--- config.mk ---
export PLATFORM = sky130hd
export DESIGN_NAME = mult_dp
export DESIGN_NICKNAME = d
export VERILOG_FILES = /design/src/rtl/mult_dp.sv
export SDC_FILE = /design/constraint.sdc
export NUM_CORES = 1
export LEC_CHECK = 0
export BUFFER_PORTS_ARGS = -buffer_cell sky130_fd_sc_hd__buf_4
export CAP_MARGIN = 10
export CORE_MARGIN = 2
export CORE_UTILIZATION = 55
export CTS_BUF_LIST = sky130_fd_sc_hd__clkbuf_8
export CTS_CLUSTER_SIZE = 20
export DETAILED_ROUTE_END_ITERATION = 8
export GPL_TIMING_DRIVEN = 0
export PLACE_DENSITY = 0.94
export SYNTH_ARGS = -nofsm -noshare
export SYNTH_HDL_FRONTEND = slang
export SYNTH_SLANG_ARGS = --single-unit
--- constraint.sdc ---
create_clock -name clk -period 2.51 [get_ports clk]
set_input_delay 0.251 -clock clk [delete_from_list [all_inputs] [get_ports clk]]
set_output_delay 0.251 -clock clk [all_outputs]
set_load 0.02 [all_outputs]
--- src/rtl/mult_dp.sv ---
// Datapath for the repeated-addition multiplier. It holds the operands, accumulates A once
// per iteration, counts iterations and returns lt = (count < B) to the control FSM.
module mult_dp #(
  parameter int W     = 4,
  parameter int ACC_W = 2 * W
) (
  input  logic             clk,
  input  logic             rst,
  input  logic [W-1:0]     a_in,
  input  logic [W-1:0]     b_in,
  input  logic             load_acc_zero,
  input  logic             load_count,
  input  logic             load_acc,
  input  logic             en_count,
  output logic             lt,
  output logic [ACC_W-1:0] product,
  output logic [W-1:0]     count,
  output logic             ovf
);

  logic [W-1:0]     a_q, a_d;
  logic [W-1:0]     b_q, b_d;
  logic [W-1:0]     count_q, count_d;
  logic [ACC_W-1:0] acc_q, acc_d;
  logic             ovf_q, ovf_d;
  logic [ACC_W:0]   sum;

  // One extra bit on the sum so a carry out of ACC_W can be latched into the sticky flag.
  assign sum = {1'b0, acc_q} + {{(ACC_W + 1 - W){1'b0}}, a_q};

  always_comb begin
    acc_d = acc_q;
    ovf_d = ovf_q;
    if (load_acc_zero) begin
      acc_d = '0;
      ovf_d = 1'b0;
    end else if (load_acc) begin
      acc_d = sum[ACC_W-1:0];
      ovf_d = ovf_q | sum[ACC_W];
    end
  end

  always_comb begin
    a_d     = a_q;
    b_d     = b_q;
    count_d = count_q;
    if (load_count) begin
      a_d     = a_in;
      b_d     = b_in;
      count_d = '0;
    end else if (en_count) begin
      count_d = count_q + 1'b1;
    end
  end

  always_ff @(posedge clk or posedge rst) begin
    if (rst) begin
      a_q     <= '0;
      b_q     <= '0;
      count_q <= '0;
      acc_q   <= '0;
      ovf_q   <= 1'b0;
    end else begin
      a_q     <= a_d;
      b_q     <= b_d;
      count_q <= count_d;
      acc_q   <= acc_d;
      ovf_q   <= ovf_d;
    end
  end

  // Loop condition depends on registers only, so the FSM never sees a combinational input path.
  assign lt      = (count_q < b_q);
  assign product = acc_q;
  assign count   = count_q;
  assign ovf     = ovf_q;

endmodule

==> impl_metrics.env, run 1 <==
export IMPL_cp_common_cell="a21o_1"
export IMPL_yosys_register_bits=21
export IMPL_skew_ns=0.001204
export IMPL_antenna_found_initial=0
export IMPL_firstDrtPassIters=3
export IMPL_startpoint="count[1]"
export IMPL_avgSynthCellArea_um2=10.81
export IMPL_clk_latency_ns=0.26
export IMPL_slowest_delay_ns=0.43
export IMPL_synth_distinct_cells=30
export IMPL_cts_clk_slew_worst_paths_ns=0.07
export IMPL_min_period_ns=1.867
export IMPL_rsz0062_at_grt="no"
export IMPL_power_frac_clock_pct=26.5
export IMPL_cp_start_kind="flip-flop"
export IMPL_crit_path_end="lt"
export IMPL_cts_root_buf="clkbuf_8"
export IMPL_tritoncts="yes"
export IMPL_leakage_nw=0.6893
export IMPL_portBuffers=25
export IMPL_p_switching_uw=233.2
export IMPL_grtUsageMet3_pct=3.067
export IMPL_yosysSeqAreaShare_pct=47.67
export IMPL_clock_path_buffers=2
export IMPL_grt_util_met2_pct=36.76
export IMPL_synthTopCellsByArea="dfrtp_1 48%, ha_1 9.1%, mux2_2 5.1%, nor2_1 4.1%, xnor2_1 4.0%"
export IMPL_numPlacedInstances=154
export IMPL_die_h_um=48.77
export IMPL_viasPerCell=5.285
export IMPL_worstPathCellList="ha_1, a21o_1, a21o_1, a21oi_1, buf_4"
export IMPL_synth_top_cell_by_area="dfrtp_1"
export IMPL_num_vias=835
export IMPL_dieArea_um2=2379
export IMPL_placed_cell_area_um2=1324
export IMPL_comb_power_share_pct=25.2
export IMPL_drive_above_1_share_pct=28.24
export IMPL_worst_slew_pin_slew_ns=0.7742
export IMPL_cp_max_fo=5
export IMPL_post_cts_buffers=0
export IMPL_tns_ns=0
export IMPL_postLayoutCellArea_um2=1369
export IMPL_setup_viol=0
export IMPL_min_path_type="input pin to asynchronous set/reset pin"
export IMPL_hold_viol=0
export IMPL_crit_arrival_ns=1.62
export IMPL_path_buf_inv=1
export IMPL_worstSetupPathType="flip-flop to output pin"
export IMPL_routabilityCongestion=0.8588
export IMPL_relSlewSlack_pct=48.33
export IMPL_cts_buffers=3
export IMPL_cts_hold_buf=0
export IMPL_fmax_mhz=535.7
export IMPL_grt_busiest_layer="met2"
export IMPL_netlist_instances=102
export IMPL_fp_row_count=16
export IMPL_drt_total_wl_mm=2.070
export IMPL_cpMaxStageDelayCell="dfrtp_1"
export IMPL_wl_per_cell_um=13.10
export IMPL_cts_resized=0
export IMPL_gr_total_overflow=0
export IMPL_initial_utilization_pct=57.36
export IMPL_grt_max_degree=22
export IMPL_max_cap_violations=0
export IMPL_seqPwrFrac_pct=48.3
export IMPL_worstPathRequired_ns=2.26
export IMPL_critPathCaptureType="output pin"
export IMPL_grt_pass1_vias=856
export IMPL_max_vdd_ir_drop_uv=371.6
export IMPL_reg2regPathDepth=5
export IMPL_yosys_warnings=0
export IMPL_synth_top_cell_area_share_pct=47.67
export IMPL_ios=28
export IMPL_fin_ws_ns=0.6431
export IMPL_slew_violations=0
export IMPL_total_power_uw=803.2
export IMPL_switching_share_pct=29.03
export IMPL_r2r_end="product[7]"
export IMPL_postLayoutCoreUtil_pct=71.22
export IMPL_use_met1_pct=24.34
export IMPL_cp_top_family="compound AO/OA/AOI/OAI gates"
export IMPL_die_w_um=48.77
export IMPL_cts_htree_levels=1
export IMPL_ant_nets=0
export IMPL_drc=0
export IMPL_p_per_area_nw_per_um2=586.8
export IMPL_rrSetupSlack_ns=0.86
export IMPL_worst_path_stages=5
export IMPL_fin_cells=158
export IMPL_dpl_hpwl_mm=1.617
export IMPL_syn2layout_area_growth_pct=24.18
export IMPL_reg2reg_from="product[1]"
export IMPL_layout_nets=155
export IMPL_p_int_uw=570.0
export IMPL_grt_util_all_layers_pct=20.47
export IMPL_synth_fp_nets=125
export IMPL_place_ws_ns=0.8693
export IMPL_period_share_pct=74.38
export IMPL_outcome="completed"
export IMPL_drt_iter0_drc=12
export IMPL_coreArea_um2=1922
export IMPL_grt_pass1_wl_mm=3.739
export IMPL_synth_area_um2=1102
export IMPL_cts_sinks=21
export IMPL_insertedDiodeCount=0
export IMPL_whs_ns=0.1323
[placed cells by master, fill, tap and decap left out, types with 3 or more instances in the layout]
cell type,synthesis,routed
clkbuf_1,3,3
clkbuf_8,0,3
buf_4,0,25
nand3_1,3,3
inv_1,5,6
dfrtp_1,21,21
nand4_1,3,3
nand2_1,6,6
xnor2_1,5,5
mux2i_1,3,3
nor2_1,12,12
ha_1,8,8
a21oi_1,5,5
mux2_2,5,5
o21ai_0,3,3
[layer usage]
layer / routed length [µm] / vias to the layer above
met5: 0 / -
met4: 37 / 0
met3: 69 / 5
met2: 1093 / 20
met1: 870 / 399
li1: - / 411
[how the worst min path moves through the flow]
stage / start / endpoint / slack [ns] / depth (start not counted)
floorplan: rst / a_q[0] / 0.23 / 1
global placement: rst / b_q[3] / 0.43 / 2
detailed placement: rst / product[6] / 0.45 / 2
CTS: rst / product[1] / 0.16 / 2
global route: b_in[3] / b_q[3] / 0.19 / 3
finish: rst / count[3] / 0.13 / 2
[layout make-up]
class	instances	area, µm²
fill	152	553.0
buffer	4	16.27
inverter	5	18.77
clock inverter	1	3.754
clock buffer	3	41.29
tap	27	33.78
timing repair buffer	25	187.7
multi-input combinational	72	541.8
sequential	21	525.5
[cells by family after synthesis]
| family | Yosys count | share of synthesized area, % |
|---|---|---|
| buffers and inverters | 9 | 3.178 |
| adder cells (fa/ha/maj) | 9 | 10.90 |
| multiplexers | 8 | 7.832 |
| AO/OA/AOI/OAI | 19 | 12.60 |
| flip-flops | 21 | 47.67 |
| AND/OR/NAND/NOR | 29 | 12.26 |
| XOR/XNOR | 7 | 5.562 |
[cell usage after synthesis]
master and n:
nand4_1 3, a211oi_1 1, nand3_1 3, a211o_1 1
a31oi_1 1, mux2i_1 3, clkbuf_1 3, nand3b_1 1
nand2b_1 2, buf_2 1, dfrtp_1 21, a21o_1 2
a31oi_4 1, nor3_1 1, a21oi_1 5, mux2_2 5
inv_1 5, xor2_1 2, ha_1 8, xnor2_1 5
o21ai_0 3, o21ba_1 1, or2_4 1, a21oi_2 1
o21a_1 1, a21boi_1 1, nor2_1 12, nand2_1 6
o22ai_1 1, fa_1 1
[state kept, by name (all words and copies together), names as in the netlist]
| name | cells |
|---|---|
| product | 8 |
| ovf | 1 |
| a_q | 4 |
| count | 4 |
| b_q | 4 |
[power groups by stage]
stage	Clock, mW	Sequential, mW	Combinational [mW]
final	0.213	0.388	0.203
after CTS	0.221	0.388	0.205
after floorplan	0	0.406	0.126
after global placement	0	0.393	0.194
after global routing	0.238	0.394	0.222
after detailed placement	0	0.395	0.204
No activity file was read; power rests on OpenSTA's default activity.
==> inputs of run 2 (changes only) <==
Settings changed: ABC_AREA set to 1, CORE_UTILIZATION 55 to 49, PLACE_DENSITY 0.94 to 0.89.
Clock period 2.51 ns to 1.7 ns, I/O delays scaled along.
==> run 2 against run 1 <==
  * Routed wire length is 15% higher
  * Register-to-register slack got worse by 0.73 ns
  * Clock-buffer cell count did not move
  * Area after synthesis up 0.91%
  * Critical endpoint unchanged
  * Die area up 12%
  * Synthesized cell count increased by 27%
  * Via count increased by 21%
  * Non-clock buffer count unchanged
  * First-iteration DRC count rose by 17%
  * Clock power is 46% higher
==> impl_metrics.env, run 2 <==
export IMPL_outcome="completed"
export IMPL_max_cap_violations=0
export IMPL_yosysSeqAreaShare_pct=47.24
export IMPL_netlist_instances=130
export IMPL_worstSetupPathType="flip-flop to output pin"
export IMPL_rrSetupSlack_ns=0.13
export IMPL_die_h_um=51.65
export IMPL_rsz0062_at_grt="no"
export IMPL_final_common_cell="nand2_1"
export IMPL_synth_distinct_cells=22
export IMPL_clk_latency_ns=0.26
export IMPL_fmax_mhz=619.9
export IMPL_cp_top_family="flip-flops"
export IMPL_multiInputGateArea_um2=535.5
export IMPL_synth_fp_nets=153
export IMPL_cts_buffers=3
export IMPL_drt_total_wl_mm=2.376
export IMPL_portBuffers=27
export IMPL_drive_above_1_share_pct=25.31
export IMPL_cts_sinks=21
export IMPL_initial_utilization_pct=51.27
export IMPL_total_power_mw=1.125
export IMPL_place_ws_ns=0.07991
export IMPL_min_period_ns=1.613
export IMPL_yosys_register_bits=21
export IMPL_seq_area_um2=526.8
export IMPL_synthFlopType="dfrtp_1"
export IMPL_fin_ws_ns=0.08695
export IMPL_die_w_um=51.65
export IMPL_setup_viol=0
export IMPL_wl_per_cell_um=12.51
export IMPL_most_common_layout_cells="33 x nand2_1, 28 x buf_4, 20 x dfrtp_1"
export IMPL_fp_row_count=17
export IMPL_synth_top_cell_by_area="dfrtp_1"
export IMPL_reg2reg_from="product[2]"
export IMPL_cp_start_kind="flip-flop"
export IMPL_tns_ns=0
export IMPL_relSlewSlack_pct=48.13
export IMPL_cts_clk_slew_worst_paths_ns=0.07
export IMPL_async_flop_share_pct=100.0
export IMPL_cts_htree_levels=1
export IMPL_ios=28
export IMPL_path_buf_inv=1
export IMPL_firstDrtPassIters=4
export IMPL_routabilityCongestion=0.8224
export IMPL_grt_max_degree=22
export IMPL_critPathCaptureType="output pin"
export IMPL_antenna_found_initial=0
export IMPL_syn2layout_area_growth_pct=27.78
export IMPL_r2r_end="product[3]"
export IMPL_grt_pass1_wl_mm=3.877
export IMPL_reg2regPathDepth=6
export IMPL_grt_util_all_layers_pct=19.80
export IMPL_cp_max_fo=3
export IMPL_largest_reg_flops=8
export IMPL_avgSynthCellArea_um2=8.556
export IMPL_fillers=209
export IMPL_drc=0
export IMPL_viasPerCell=5.326
export IMPL_slew_violations=0
export IMPL_worstPathCellList="ha_1, a21o_1, a31oi_1, buf_4"
export IMPL_slowest_delay_ns=0.41
export IMPL_yosysMostFrequentCell="nand2_1"
export IMPL_hold_viol=0
export IMPL_grt_pass1_vias=939
export IMPL_dieArea_um2=2667
export IMPL_synth_edf_count=0
export IMPL_synth_area_um2=1112
export IMPL_synthTopCellsByArea="dfrtp_1 47%, nand2_1 11%, ha_1 9.0%, inv_1 5.7%, a21oi_1 3.6%"
export IMPL_cpMaxStageDelayCell="dfrtp_1"
export IMPL_coreArea_um2=2170
export IMPL_synth_top_cell_area_share_pct=47.24
export IMPL_worst_slew_pin_slew_ns=0.7772
export IMPL_num_vias=1012
export IMPL_min_path_type="input pin to asynchronous set/reset pin"
export IMPL_tritoncts="yes"
export IMPL_layout_nets=186
export IMPL_cts_root_buf="clkbuf_8"
export IMPL_clock_path_buffers=2
export IMPL_period_share_pct=94.89
export IMPL_ant_nets=0
export IMPL_worstPathRequired_ns=1.53
export IMPL_insertedDiodeCount=0
export IMPL_max_vdd_ir_drop_uv=556.1
export IMPL_yosys_warnings=0
export IMPL_drt_iter0_drc=14
export IMPL_crit_arrival_ns=1.44
export IMPL_skew_ns=0.005278
export IMPL_synth_commonest_cells="34 x nand2_1, 21 x dfrtp_1, 17 x inv_1"
export IMPL_p_per_area_nw_per_um2=791.4
export IMPL_dpl_hpwl_mm=1.841
export IMPL_gr_total_overflow=0
export IMPL_leakage_nw=0.7753
-- run 2: worst reg2reg max path, stage by stage, from the launching register on --
cell     delay, ns
dfrtp_1       0.41
ha_1          0.38
nand2_1       0.12
nand3_1       0.12
or2_2         0.30
nand3_1       0.07
nand2_1       0.06
-- run 2: layout make-up --
cell class                 count  area share (%)
multi-input combinational     91           37.68
clock inverter                 1          0.2641
sequential                    21           37.06
buffer                         1          0.3521
clock buffer                   3           2.905
tap                           28           2.465
timing repair buffer          28           14.79
inverter                      17           4.489
-- run 2: logic make-up (layout without fill, tap and decap cells) --
| family | count (synthesis) | in the layout | synth area share, % |
|---|---|---|---|
| compound gates | 20 | 20 | 10.46 |
| xor+xnor | 1 | 1 | 0.7875 |
| buf+inv | 18 | 50 | 6.186 |
| simple gates | 61 | 61 | 24.52 |
| flops | 21 | 21 | 47.24 |
| fa+ha+maj | 9 | 9 | 10.80 |
-- run 2: worst max-delay path by stage --
stage               depth (start not counted)  startpoint         end
floorplan                                   6  product[0]  product[4]
global placement                            7  product[0]  product[6]
detailed placement                          7  product[0]  product[6]
CTS                                         4    count[3]          lt
global route                                5    count[1]          lt
finish                                      4    count[3]          lt
-- run 2: what timing repair did --
item / CTS / global route
setup endpoints to repair: 0 / 4
hold buffers: 0 / 0
buffers inserted: 0 / 1
resized for setup: 0 / 4
-- run 2: stage by stage --
stage / util [%] / instance area (µm²) / cells / hold WS (ns)
3_5_place_dp: 62.23 / 1350 / 185 / 0.3516
6_report: 65.51 / 1421 / 190 / 0.05766
5_1_grt: 65.51 / 1421 / 190 / 0.1148
3_3_place_gp: 62.23 / 1350 / 185 / 0.3547
4_1_cts: 64.30 / 1395 / 189 / 0.07242
2_1_floorplan: - / 1112 / 130 / 0.1465
-- run 2: power breakdown --
part           internal, mW  leakage [nW]  switching, mW
sequential            0.534         0.273         0.0330
combinational         0.105         0.475          0.140
clock                 0.161        0.0269          0.152
total                 0.800         0.775          0.325
-- run 2: metal layers --
layer  global-route usage, %  wire length, µm
met4                   10.09               27
met1                   22.99              977
met5                       0                0
met2                   34.83             1231
met3                   3.448              139
